## src/rtl/risc_multicycle_sequencer.sv

```systemverilog
// Multi-cycle control sequencer for the 16-bit RISC datapath: fetch, decode, execute,
// data-memory access and writeback, with illegal-opcode and memory-timeout traps.
// Optional performance counters are enabled by defining RISC_SEQ_PERF_EN.
module risc_multicycle_sequencer #(
  parameter int unsigned MEM_TIMEOUT = 15,
  parameter int unsigned TO_W        = 4
) (
  input  logic        i_clk,
  input  logic        i_rst,
  input  logic [15:0] i_instr,
  output logic        o_imem_req,
  input  logic        i_imem_ack,
  output logic        o_dmem_req,
  output logic        o_dmem_we,
  input  logic        i_dmem_ack,
  input  logic        i_zero,
  output logic        o_ir_load,
  output logic        o_pc_inc,
  output logic        o_pc_branch,
  output logic        o_pc_jump,
  output logic        o_reg_wr,
  output logic        o_mem_to_reg,
  output logic [2:0]  o_state,
  output logic        o_trap,
  output logic [1:0]  o_trap_cause
`ifdef RISC_SEQ_PERF_EN
  ,
  output logic [31:0] o_cycle_cnt,
  output logic [31:0] o_retire_cnt
`endif
);

  typedef enum logic [2:0] {
    StFetch  = 3'd0,
    StDecode = 3'd1,
    StExec   = 3'd2,
    StMem    = 3'd3,
    StWb     = 3'd4,
    StTrap   = 3'd7
  } state_e;

  localparam logic [3:0] OpLw  = 4'd0;
  localparam logic [3:0] OpSw  = 4'd1;
  localparam logic [3:0] OpBeq = 4'd11;
  localparam logic [3:0] OpBne = 4'd12;
  localparam logic [3:0] OpJmp = 4'd13;

  localparam bit             TimeoutEn = (MEM_TIMEOUT != 0);
  localparam logic [TO_W-1:0] ToLast   = TO_W'((MEM_TIMEOUT == 0) ? 0 : MEM_TIMEOUT - 1);

  state_e          state_q, state_d;
  logic [3:0]      op_q, op_d;
  logic [TO_W-1:0] to_cnt_q, to_cnt_d;
  logic            trap_q, trap_d;
  logic [1:0]      cause_q, cause_d;
  logic            to_expired;

  logic unused_instr;
  assign unused_instr = ^i_instr[11:0];

  assign to_expired = TimeoutEn && (to_cnt_q == ToLast);

  // State register
  always_ff @(posedge i_clk) begin
    if (i_rst) begin
      state_q  <= StFetch;
      op_q     <= 4'd0;
      to_cnt_q <= '0;
      trap_q   <= 1'b0;
      cause_q  <= 2'b00;
    end else begin
      state_q  <= state_d;
      op_q     <= op_d;
      to_cnt_q <= to_cnt_d;
      trap_q   <= trap_d;
      cause_q  <= cause_d;
    end
  end

  // Next-state logic
  always_comb begin
    state_d = state_q;
    op_d    = op_q;
    trap_d  = trap_q;
    cause_d = cause_q;
    unique case (state_q)
      StFetch: begin
        if (i_imem_ack) begin
          state_d = StDecode;
          op_d    = i_instr[15:12];
        end else if (to_expired) begin
          state_d = StTrap;
          trap_d  = 1'b1;
          cause_d = 2'b10;
        end
      end
      StDecode: begin
        if (op_q >= 4'd14) begin
          state_d = StTrap;
          trap_d  = 1'b1;
          cause_d = 2'b01;
        end else begin
          state_d = StExec;
        end
      end
      StExec: begin
        if (op_q == OpLw || op_q == OpSw) begin
          state_d = StMem;
        end else if (op_q == OpBeq || op_q == OpBne || op_q == OpJmp) begin
          state_d = StFetch;
        end else begin
          state_d = StWb;
        end
      end
      StMem: begin
        if (i_dmem_ack) begin
          state_d = (op_q == OpSw) ? StFetch : StWb;
        end else if (to_expired) begin
          state_d = StTrap;
          trap_d  = 1'b1;
          cause_d = 2'b11;
        end
      end
      StWb:    state_d = StFetch;
      StTrap:  state_d = StTrap;
      default: state_d = StFetch;
    endcase

    // Count only while waiting in a request state; any transition restarts the count.
    if (state_d == state_q && (state_q == StFetch || state_q == StMem)) begin
      to_cnt_d = to_cnt_q + TO_W'(1);
    end else begin
      to_cnt_d = '0;
    end
  end

  // Output decode
  always_comb begin
    o_imem_req   = 1'b0;
    o_dmem_req   = 1'b0;
    o_dmem_we    = 1'b0;
    o_ir_load    = 1'b0;
    o_pc_inc     = 1'b0;
    o_pc_branch  = 1'b0;
    o_pc_jump    = 1'b0;
    o_reg_wr     = 1'b0;
    o_mem_to_reg = 1'b0;
    o_state      = 3'd0;
    o_trap       = 1'b0;
    o_trap_cause = 2'b00;
    if (!i_rst) begin
      o_state      = state_q;
      o_trap       = trap_q;
      o_trap_cause = cause_q;
      unique case (state_q)
        StFetch: begin
          o_imem_req = 1'b1;
          o_ir_load  = i_imem_ack;
        end
        StExec: begin
          if (op_q == OpJmp) begin
            o_pc_jump = 1'b1;
          end else if (op_q == OpBeq) begin
            o_pc_branch = i_zero;
            o_pc_inc    = ~i_zero;
          end else if (op_q == OpBne) begin
            o_pc_branch = ~i_zero;
            o_pc_inc    = i_zero;
          end
        end
        StMem: begin
          o_dmem_req = 1'b1;
          o_dmem_we  = (op_q == OpSw);
          o_pc_inc   = i_dmem_ack && (op_q == OpSw);
        end
        StWb: begin
          o_reg_wr     = 1'b1;
          o_pc_inc     = 1'b1;
          o_mem_to_reg = (op_q == OpLw);
        end
        default: ;
      endcase
    end
  end

`ifdef RISC_SEQ_PERF_EN
  logic [31:0] cycle_cnt_q, cycle_cnt_d;
  logic [31:0] retire_cnt_q, retire_cnt_d;

  always_comb begin
    cycle_cnt_d  = cycle_cnt_q + ((state_q != StTrap) ? 32'd1 : 32'd0);
    retire_cnt_d = retire_cnt_q + ((o_pc_inc | o_pc_branch | o_pc_jump) ? 32'd1 : 32'd0);
  end

  always_ff @(posedge i_clk) begin
    if (i_rst) begin
      cycle_cnt_q  <= 32'd0;
      retire_cnt_q <= 32'd0;
    end else begin
      cycle_cnt_q  <= cycle_cnt_d;
      retire_cnt_q <= retire_cnt_d;
    end
  end

  assign o_cycle_cnt  = cycle_cnt_q;
  assign o_retire_cnt = retire_cnt_q;
`endif

endmodule

```

## config.mk

```make
export PLATFORM = sky130hd
export DESIGN_NAME = risc_multicycle_sequencer
export DESIGN_NICKNAME = d
export VERILOG_FILES = /design/src/rtl/risc_multicycle_sequencer.sv
export SDC_FILE = /design/constraint.sdc
export NUM_CORES = 1
export LEC_CHECK = 0
export BUFFER_PORTS_ARGS = -buffer_cell sky130_fd_sc_hd__buf_2
export CORE_MARGIN = 1.5
export CORE_UTILIZATION = 42
export DETAILED_ROUTE_END_ITERATION = 12
export GPL_TIMING_DRIVEN = 0
export MAX_ROUTING_LAYER = met4
export PLACE_DENSITY = 0.77
export SETUP_SLACK_MARGIN = 0.4
export SLEW_MARGIN = 20
export SYNTH_ARGS = -nofsm -noshare
export SYNTH_HDL_FRONTEND = slang
export SYNTH_SLANG_ARGS = --single-unit
```

## constraint.sdc

```tcl
create_clock -name i_clk -period 1.3 [get_ports i_clk]
set_input_delay 0.195 -clock i_clk [delete_from_list [all_inputs] [get_ports i_clk]]
set_output_delay 0.195 -clock i_clk [all_outputs]
set_load 0.01 [all_outputs]
```

[Word level (Yosys, flattened, before mapping)]
Cells that the tools add are included.
Operators by class
  add/sub/neg operators: 1
  multiply operators: 0
  reduce and logical (&&, ||, !) cells: 13
  div/mod/pow operators: 0
  bitwise logic cells: 2
  muxes and demuxes: 47
  shift-type cells: 0
  magnitude comparators: 1
  equality and inequality tests: 16
Operator list (count)
  two-way mux 1 bit: 29
  two-way mux 3 bit: 8
  equality test 4 bit (second input constant): 4
  one-hot mux 3 bit (5 select lines): 1
  two-way mux 2 bit: 6
  != test 2 bit (second input constant): 5
  equality test 3 x 2 -> 1 bit (second input constant): 2
  equality test 3 bit (second input constant): 2
  one-hot mux 1 bit (3 select lines): 2
  one-hot mux 2 bit (3 select lines): 1
  AND reduction 6 bit: 1
  adder 4 x 1 -> 4 bit (second input constant): 1
  equality test 4 x 1 -> 1 bit (second input constant): 1
  >= comparator 4 bit (second input constant): 1
  zero test 4 bit: 1
  logical OR 1 bit: 4
  AND reduction 4 bit: 1
  equality test 3 x 1 -> 1 bit (second input constant): 1
  equality test 3 bit: 1
  zero test 3 bit: 1
  nonzero test 3 bit: 1
  logical AND 1 bit: 2
  inverter 1 bit: 2
  AND reduction 2 bit: 1
  OR reduction 2 bit: 1
Word-level totals
  latch bits: 0
  register bits after elaboration: 14
  memory bits (writable): 0
  logic and storage cells: 85
  memories kept: 0
  output and inout port bits: 15
  bits of input ports: 21
  memory bits (read-only): 0

[Logic depth before layout (Yosys ltp)]
Gate-level depths: netlist of run 1.
  word-level depth: 10
  gate-level depth with buffers: 6
  gate-level depth less buffers: 6

[Worst setup path after synthesis of run 1]
Ideal clock, no wire load.
  path kind: flip-flop to output port
  start point: register op_q[0]
  end point: output port o_pc_inc
  arrival: 1.284 ns
  path buffers: 1
  setup slack: -0.179 ns
  cell stages (with the launch flop): 5
  cell sequence: dfxtp_1 > clkbuf_1 > nor4b_1 > nand4_1 > a31oi_1
On the way
  word-level cells in the longest chain between the ends: 6
RTL lines
  from (decl): RTL line 52  | logic [3:0] op_q, op_d;
  from (signal assigned): RTL line 73  | op_q <= op_d;
  equality test 4 bit: RTL line 166  | end else if (op_q == OpBne) begin
  two-way mux 1 bit: RTL line 166
  two-way mux 1 bit: RTL line 163  | end else if (op_q == OpBeq) begin
  two-way mux 1 bit: RTL line 161  | if (op_q == OpJmp) begin
  one-hot mux 1 bit (3 select lines) *: RTL line 155  | unique case (state_q)
  two-way mux 1 bit *: RTL line 151  | if (!i_rst) begin
  to (decl): RTL line 18  | output logic o_pc_inc,
Mark *: on every way between the ends. The rest lies on a longest branch, timed or not.

[Worst setup path after layout of run 1]
  start point: register state_q[1]
  end point: output port o_pc_inc
On the way
  word-level cells in the longest chain between the ends: 3
RTL lines
  from (decl): RTL line 51  | state_e state_q, state_d;
  from (signal assigned): RTL line 66  | state_q <= StFetch;
  from (signal assigned): RTL line 72  | state_q <= state_d;
  equality test 3 bit or equality test 3 x 2 -> 1 bit (tied branches): RTL line 155
  one-hot mux 1 bit (3 select lines) *: RTL line 155
  two-way mux 1 bit *: RTL line 151
Marks and branches as above.

==> results of run 1 <==
-- worst register-to-register path, cell delays in order (launching register included) --
cell and delay, ns:
sky130_fd_sc_hd__dfxtp_2 0.32, sky130_fd_sc_hd__buf_6 0.13, sky130_fd_sc_hd__buf_6 0.11, sky130_fd_sc_hd__buf_6 0.11
sky130_fd_sc_hd__or4_4 0.54, sky130_fd_sc_hd__o21ai_2 0.13, sky130_fd_sc_hd__nand2_1 0.08, sky130_fd_sc_hd__a21oi_1 0.16
-- final timing paths --
| kind | from | endpoint | slack, ns | cells past startpoint |
|---|---|---|---|---|
| min | i_instr[14] | op_q[2] | 0.15 | 3 |
| max reg2reg | op_q[1] | state_q[0] | -0.36 | 7 |
| min reg2reg | to_cnt_q[0] | to_cnt_q[0] | 0.47 | 1 |
| max | state_q[1] | o_pc_inc | -0.43 | 6 |
-- sequential cells by signal (all words and copies together), names as in the netlist --
name and flops:
op_q 4, to_cnt_q 4, state_q 3, cause_q 2, trap_q 1
-- stage by stage --
stage | utilization, % | setup TNS [ns] | instance area, um^2 | setup slack, ns
global placement | 60.1 | -1.06 | 1190 | -0.168
CTS | 72.3 | -5.07 | 1430 | -0.405
floorplan | - | -0.158 | 1040 | -0.0295
detailed placement | 60.1 | -1.32 | 1190 | -0.217
finish | 79.9 | -7.01 | 1580 | -0.426
global route | 79.9 | -8.38 | 1580 | -0.500
-- cell type report --
| cell class | count | area [um^2] | share of cell area [%] |
|---|---|---|---|
| clock buffers | 4 | 26.3 | 1.66 |
| repair buffers | 45 | 358 | 22.6 |
| well taps | 27 | 33.8 | 2.13 |
| inverters | 2 | 11.3 | 0.711 |
| flip-flops and latches | 14 | 298 | 18.8 |
| plain buffers | 10 | 97.6 | 6.16 |
| multi-input cells | 86 | 759 | 47.9 |
-- per-layer routing --
metal	global-route usage [%]	vias up
li1	-	498
met1	29.7	511
met2	41.4	48
met3	1.84	13
met4	10.5	0
met5	-	-
-- cell usage in the layout, fill, tap and decap left out, types with 2 or more instances in the layout --
cell type	n
sky130_fd_sc_hd__ha_1	2
sky130_fd_sc_hd__and2_4	2
sky130_fd_sc_hd__nor3_2	3
sky130_fd_sc_hd__mux2i_1	4
sky130_fd_sc_hd__nor2_2	2
sky130_fd_sc_hd__nor2b_4	4
sky130_fd_sc_hd__dfxtp_4	3
sky130_fd_sc_hd__nor3_4	2
sky130_fd_sc_hd__nand4_1	2
sky130_fd_sc_hd__clkbuf_4	3
sky130_fd_sc_hd__nor3_1	5
sky130_fd_sc_hd__a31oi_1	2
sky130_fd_sc_hd__dfxtp_2	5
sky130_fd_sc_hd__nor2_1	12
sky130_fd_sc_hd__nand3_1	3
sky130_fd_sc_hd__nand2_1	4
sky130_fd_sc_hd__dfxtp_1	6
sky130_fd_sc_hd__xor2_1	2
sky130_fd_sc_hd__buf_2	17
sky130_fd_sc_hd__nor4_1	2
sky130_fd_sc_hd__nand3b_1	4
sky130_fd_sc_hd__and3_4	2
sky130_fd_sc_hd__a21oi_1	2
sky130_fd_sc_hd__buf_4	16
sky130_fd_sc_hd__buf_6	21
-- cell usage after synthesis (all sizes together) --
library cell / number / area share [%]
a221o: 1 / 1.3
nand3: 4 / 2.2
clkbuf: 3 / 1.3
or2: 1 / 0.70
and3: 2 / 1.4
mux2i: 4 / 4.5
dfxtp: 14 / 31
o22a: 1 / 0.98
and3b: 1 / 0.98
a31oi: 3 / 2.1
o21ai: 1 / 0.56
nand4: 2 / 1.4
and2b: 2 / 1.7
nor2b: 5 / 3.5
a21oi: 3 / 1.7
nor4b: 2 / 2.0
or3: 1 / 1.3
o21a: 1 / 0.84
nor4bb: 1 / 1.1
nor4: 4 / 3.5
and2: 2 / 1.5
xnor2: 1 / 0.98
o21bai: 1 / 0.84
a211oi: 1 / 2.2
nand3b: 4 / 3.3
nor2: 15 / 6.6
o22ai: 1 / 0.70
nand2: 6 / 2.5
ha: 2 / 2.8
xor2: 2 / 2.0
or4: 1 / 0.84
nor3: 10 / 6.1
buf: 7 / 3.9
inv: 2 / 0.84
nor3b: 1 / 0.84
-- kinds of logic after synthesis --
logic type,synth area share [%]
multiplexers,4.46
buffers and inverters,6.00
XOR/XNOR,2.93
flip-flops,31.2
AO/OA/AOI/OAI,11.2
AND/OR/NAND/NOR,41.4
adder cells (fa/ha/maj),2.79
-- timing repair --
| action | CTS | global route |
|---|---|---|
| buffers inserted | 14 | 8 |
| gates cloned | 0 | 0 |
| pin swaps | 10 | 6 |
| endpoints found under the setup margin | 29 | 29 |
| gates resized for setup | 28 | 22 |
-- power groups by stage --
stage / sequential [uW] / clock, uW / combinational, uW
3_3_place_gp: 497 / 0 / 377
6_report: 482 / 264 / 662
2_1_floorplan: 493 / 0 / 306
4_1_cts: 480 / 268 / 525
5_1_grt: 486 / 290 / 698
3_5_place_dp: 499 / 0 / 386
==> impl_metrics.env, run 1 <==
export IMPL_run_status="complete, but fails checks"
export IMPL_failed_checks="negative setup slack"
export IMPL_worst_slew_pin_slew_ns=0.331
export IMPL_finalHoldViolations=0
export IMPL_post_syn_area_per_cell_um2=8.01
export IMPL_drtIter0Drc=25
export IMPL_final_period_demand_of_the_worst_path_ns=1.73
export IMPL_setup_viol=25
export IMPL_cts_htree_levels=1
export IMPL_worst_endpoint_required_ns=1.11
export IMPL_grt_first_pass_wirelength_mm=4.49
export IMPL_holdCritPathClass="in2reg"
export IMPL_pwr_share_comb_pct=47.0
export IMPL_critical_path_max_stage_delay_ns=0.36
export IMPL_cts_root_buf="sky130_fd_sc_hd__clkbuf_4"
export IMPL_peakVddDrop_uv=747
export IMPL_grt_pass1_vias=969
export IMPL_critPathBufInv=2
export IMPL_post_cts_hold_buffer_count=0
export IMPL_crit_slowest_cell="sky130_fd_sc_hd__dfxtp_4"
export IMPL_tritoncts="built"
export IMPL_internal_power_uw=931
export IMPL_length_of_routed_wiring_on_met1_mm=1.26
export IMPL_maxCapViolations=0
export IMPL_detailedRoute_firstPassIterationCount=4
export IMPL_post_route_drc_count=0
export IMPL_critical_path_arrival_ns=1.53
export IMPL_synthToLayoutAreaGrowth_pct=76.6
export IMPL_grt_util_all_layers_pct=24.4
export IMPL_topRoutingLayerUsed="met4"
export IMPL_register_clock_pin_slew_on_the_reported_worst_setup_and_hold_paths_ns=0.08
export IMPL_place_detailed_hpwl_mm=1.62
export IMPL_worst_clk_skew_ns=0.00197
export IMPL_timing_setup_critical_path_class="reg2out"
export IMPL_worst_skew_pair_late_latency_ns=0.29
export IMPL_final_hold_worst_slack_ns=0.150
export IMPL_synth_net_count=135
export IMPL_path_delay_family="flip-flops"
export IMPL_die_w_um=49.2
export IMPL_met2RoutedLength_mm=1.59
export IMPL_placed_cells=162
export IMPL_cts_num_sinks=14
export IMPL_report_power_total_uw=1410
export IMPL_fill_cells=119
export IMPL_slew_headroom_pct=77.8
export IMPL_final_max_slew_violation_count=0
export IMPL_power_density_mw_per_mm2=889
export IMPL_yosys_register_bits=14
export IMPL_fmax_ghz=0.579
export IMPL_p_leak_uw=0.000660
export IMPL_buffer_ports_inserted=23
export IMPL_fp_coreArea_mm2=0.00198
export IMPL_antenna_found_initial=0
export IMPL_detailroute_wirelength_met3_um=121
export IMPL_finalNonFillerCells=188
export IMPL_pin_count_of_the_biggest_net_entering_global_routing=11
export IMPL_critical_path_cell_chain="buf_6 > nor3b_4 > nand2_2 > o21bai_4 > a31oi_2 > buf_2"
export IMPL_power_frac_clock_pct=18.7
export IMPL_postRouteAntennaNets=0
export IMPL_overall_die_area_mm2=0.00242
export IMPL_period_share_pct=133
export IMPL_ys_warnings_count=0
export IMPL_post_drt_wl_per_cell_um=16.5
export IMPL_cp_start_kind="flip-flop"
export IMPL_pwr_share_seq_pct=34.2
export IMPL_post_synth_instance_area_um2=897
export IMPL_cts_root_to_sink_buffers=2
export IMPL_antennaDiodeCount=0
export IMPL_syn_inst=112
export IMPL_worst_setup_path_end_kind="primary output"
export IMPL_overflow=0
export IMPL_initial_utilization_pct=45.3
export IMPL_crit_fanout=4
export IMPL_num_rows=16
export IMPL_detail_route_wirelength_mm=3.10
export IMPL_cts_buffers_inserted=3
export IMPL_die_extent_in_y_um=49.2
export IMPL_drt_vias_per_instance=5.69
export IMPL_gp_routability_congestion=0.834
export IMPL_postLayoutSetupSlackWorst_ns=-0.426
export IMPL_rsz_0062_raised_after_global_routing="true"
export IMPL_switching_portion_of_total_power_pct=33.9
export IMPL_finish_net_count=185
export IMPL_via_count=1070
export IMPL_synth_sequential_area_ratio_pct=31.2
export IMPL_distinct_cell_type_count_after_synthesis=41
export IMPL_ioPinCount=36
export IMPL_p_switching_uw=477
export IMPL_share_of_layout_cells_above_drive_strength_1_pct=63.4
Note: power is estimated with default switching activity, not from simulation.
==> inputs of run 2 (changes only) <==
Settings changed: ABC_AREA from default to 1, CORE_UTILIZATION 42 to 43.
==> run 2 against run 1 <==
  * The flow still finishes with violations (negative setup slack)
  * Final cell count rose by 26%
  * Combinational power rose to 4.0 times the previous value
  * Clock skew rose by 0.0021 ns
  * Maximum frequency rose by 1.4%
  * Register-to-register slack improved by 0.09 ns
  * Sequential power rose by 61%
  * Sequential share of layout area fell by 2.8 points
  * Die area rose by 6.1%
  * Total power rose to 2.7 times the previous value
  * Global-route usage rose by 5.3 points
  * Via count rose by 29%
==> impl_metrics.env, run 2 <==
export IMPL_ys_warnings_count=0
export IMPL_failed_checks="negative setup slack"
export IMPL_place_detailed_hpwl_mm=1.87
export IMPL_final_hold_worst_slack_ns=0.170
export IMPL_finalHoldViolations=0
export IMPL_multi_input_area_um2=952
export IMPL_buffer_ports_inserted=22
export IMPL_worst_endpoint_required_ns=1.11
export IMPL_post_cts_hold_buffer_count=0
export IMPL_pin_count_of_the_biggest_net_entering_global_routing=11
export IMPL_synth_top_cell_area_share_pct=28.6
export IMPL_grt_pass1_vias=1177
export IMPL_startpoint="op_q[1]"
export IMPL_timing_setup_critical_path_class="reg2out"
export IMPL_cts_buffers_inserted=3
export IMPL_synth_sequential_area_ratio_pct=28.6
export IMPL_distinct_cell_type_count_after_synthesis=28
export IMPL_die_extent_in_y_um=50.7
export IMPL_register_clock_pin_slew_on_the_reported_worst_setup_and_hold_paths_ns=0.09
export IMPL_ff2ff_path_depth=10
export IMPL_ys_top_cells_by_area="sky130_fd_sc_hd__dfxtp_1 29%, sky130_fd_sc_hd__nand2_1 9.2%, sky130_fd_sc_hd__nor2_1 8.8%"
export IMPL_finish_net_count=232
export IMPL_rr_startpoint="state_q[1]"
export IMPL_placement_cell_area_mm2=0.00131
export IMPL_via_count=1376
export IMPL_synthFlopType="sky130_fd_sc_hd__dfxtp_1"
export IMPL_worst_slew_pin_slew_ns=0.417
export IMPL_fmax_ghz=0.587
export IMPL_holdCritPathClass="in2reg"
export IMPL_cp_start_kind="flip-flop"
export IMPL_placed_cells=196
export IMPL_detail_route_wirelength_mm=4.78
export IMPL_fp_coreArea_mm2=0.00217
export IMPL_synth_most_common_cell="sky130_fd_sc_hd__nand2_1"
export IMPL_tritoncts="built"
export IMPL_post_synth_instance_area_um2=978
export IMPL_grt_util_all_layers_pct=29.8
export IMPL_worst_clk_skew_ns=0.00411
export IMPL_finalNonFillerCells=236
export IMPL_reg2reg_to="to_cnt_q[0]"
export IMPL_final_cell_area_mm2=0.00194
export IMPL_post_route_drc_count=0
export IMPL_run_status="complete, but fails checks"
export IMPL_detailedRoute_firstPassIterationCount=4
export IMPL_yosys_register_bits=14
export IMPL_overflow=0
export IMPL_grt_first_pass_wirelength_mm=5.60
export IMPL_largest_registers="op_q (4), to_cnt_q (4), state_q (3)"
export IMPL_setup_viol=20
export IMPL_share_of_layout_cells_above_drive_strength_1_pct=79.8
export IMPL_final_period_demand_of_the_worst_path_ns=1.70
export IMPL_power_density_mw_per_mm2=1930
export IMPL_num_rows=17
export IMPL_antennaDiodeCount=0
export IMPL_drtIter0Drc=28
export IMPL_cts_root_to_sink_buffers=2
export IMPL_period_share_pct=131
export IMPL_sequential_cell_area_um2=310
export IMPL_slew_headroom_pct=71.9
export IMPL_cts_htree_levels=1
export IMPL_synth_net_count=169
export IMPL_worst_setup_path_end_kind="primary output"
export IMPL_synth_commonest_cells="24 x sky130_fd_sc_hd__nand2_1, 23 x sky130_fd_sc_hd__nor2_1, 16 x sky130_fd_sc_hd__inv_1"
export IMPL_post_syn_area_per_cell_um2=6.70
export IMPL_final_common_cell="sky130_fd_sc_hd__buf_6"
export IMPL_worst_skew_pair_late_latency_ns=0.29
export IMPL_crit_fanout=3
export IMPL_final_max_slew_violation_count=0
export IMPL_postLayoutSetupSlackWorst_ns=-0.403
export IMPL_rsz_0062_raised_after_global_routing="true"
export IMPL_synth_async_sr_flop_share_pct=0
export IMPL_peakVddDrop_uv=1570
export IMPL_layout_common_cells="21 x sky130_fd_sc_hd__buf_6, 19 x sky130_fd_sc_hd__buf_2, 17 x sky130_fd_sc_hd__buf_4"
export IMPL_drt_vias_per_instance=5.83
export IMPL_p_leak_uw=0.000879
export IMPL_syn_inst=146
export IMPL_post_drt_wl_per_cell_um=20.2
export IMPL_gp_routability_congestion=0.986
export IMPL_maxCapViolations=0
export IMPL_critical_path_sink="o_pc_inc"
export IMPL_fill_cells=86
export IMPL_critical_path_arrival_ns=1.51
export IMPL_synthToLayoutAreaGrowth_pct=98.0
export IMPL_synth_top_cell_by_area="sky130_fd_sc_hd__dfxtp_1"
export IMPL_die_w_um=50.7
export IMPL_setup_reg_to_reg_worst_slack_ns=-0.27
export IMPL_antenna_found_initial=0
export IMPL_initial_utilization_pct=45.1
export IMPL_overall_die_area_mm2=0.00257
export IMPL_cts_num_sinks=14
export IMPL_cts_root_buf="sky130_fd_sc_hd__clkbuf_4"
export IMPL_ioPinCount=36
export IMPL_synth_edf_count=0
export IMPL_postRouteAntennaNets=0
## run 2: cell families (layout without fill, tap and decap cells)
kind of cell	after synthesis	in the layout	share of synthesized area (%)
buf+inv	24	86	9.46
compound gates	20	20	12.3
fa+ha+maj	2	2	2.56
flops	14	14	28.6
xor+xnor	2	2	1.79
simple gates	84	84	45.3
## run 2: area by class of cell
class                   count  area share [%]
plain buffers               2           0.969
repair buffers             58            24.9
inverters                  22            5.23
well taps                  28            1.81
flip-flops and latches     14            16.0
multi-input cells         108            49.2
clock buffers               4            1.87
## run 2: timing repair
action,4_1_cts,5_1_grt
buffers inserted,23,13
gates resized for setup,56,34
pin swaps,28,14
setup endpoints to repair,29,29
## run 2: per-stage QoR
| step | utilization (%) | setup slack [ns] | setup TNS, ns | power (uW) |
|---|---|---|---|---|
| detailed placement | 60.3 | -0.103 | -0.357 | 1990 |
| global route | 89.3 | -0.485 | -5.03 | 3880 |
| finish | 89.3 | -0.403 | -4.02 | 3740 |
| CTS | 78.2 | -0.279 | -2.07 | 3020 |
| global placement | 60.3 | -0.0587 | -0.210 | 1960 |
| floorplan | - | 0.0694 | 0 | 1760 |
## run 2: power breakdown
| group | internal [uW] | total, uW | switching [uW] |
|---|---|---|---|
| logic | 1200 | 2630 | 1430 |
| clock network | 171 | 336 | 165 |
| registers | 585 | 777 | 192 |
| total | 1950 | 3740 | 1790 |
## run 2: how the worst min path moves through the flow
stage | start | to | depth (start not counted)
4_1_cts | i_instr[15] | op_q[3] | 3
5_1_grt | i_instr[15] | op_q[3] | 3
3_5_place_dp | to_cnt_q[0] | to_cnt_q[0] | 1
3_3_place_gp | to_cnt_q[0] | to_cnt_q[0] | 1
6_report | i_instr[14] | op_q[2] | 3
2_1_floorplan | i_instr[15] | op_q[3] | 2
## run 2: routing by layer
metal	wire, um	GRT usage [%]	up-vias
met1	1890	35.7	677
met4	238	7.21	0
li1	-	-	599
met5	0	-	-
met2	2410	53.1	70
met3	242	3.57	30
## run 2: worst max-delay path, cell delays in order, from the launching register on
cell                      delay [ns]
sky130_fd_sc_hd__dfxtp_4        0.38
sky130_fd_sc_hd__inv_4          0.08
sky130_fd_sc_hd__nand2_2        0.09
sky130_fd_sc_hd__nor2_4         0.12
sky130_fd_sc_hd__nor2_2         0.07
sky130_fd_sc_hd__nor2_1         0.10
sky130_fd_sc_hd__nand3_1        0.12
sky130_fd_sc_hd__a21oi_2        0.13
sky130_fd_sc_hd__buf_2          0.13
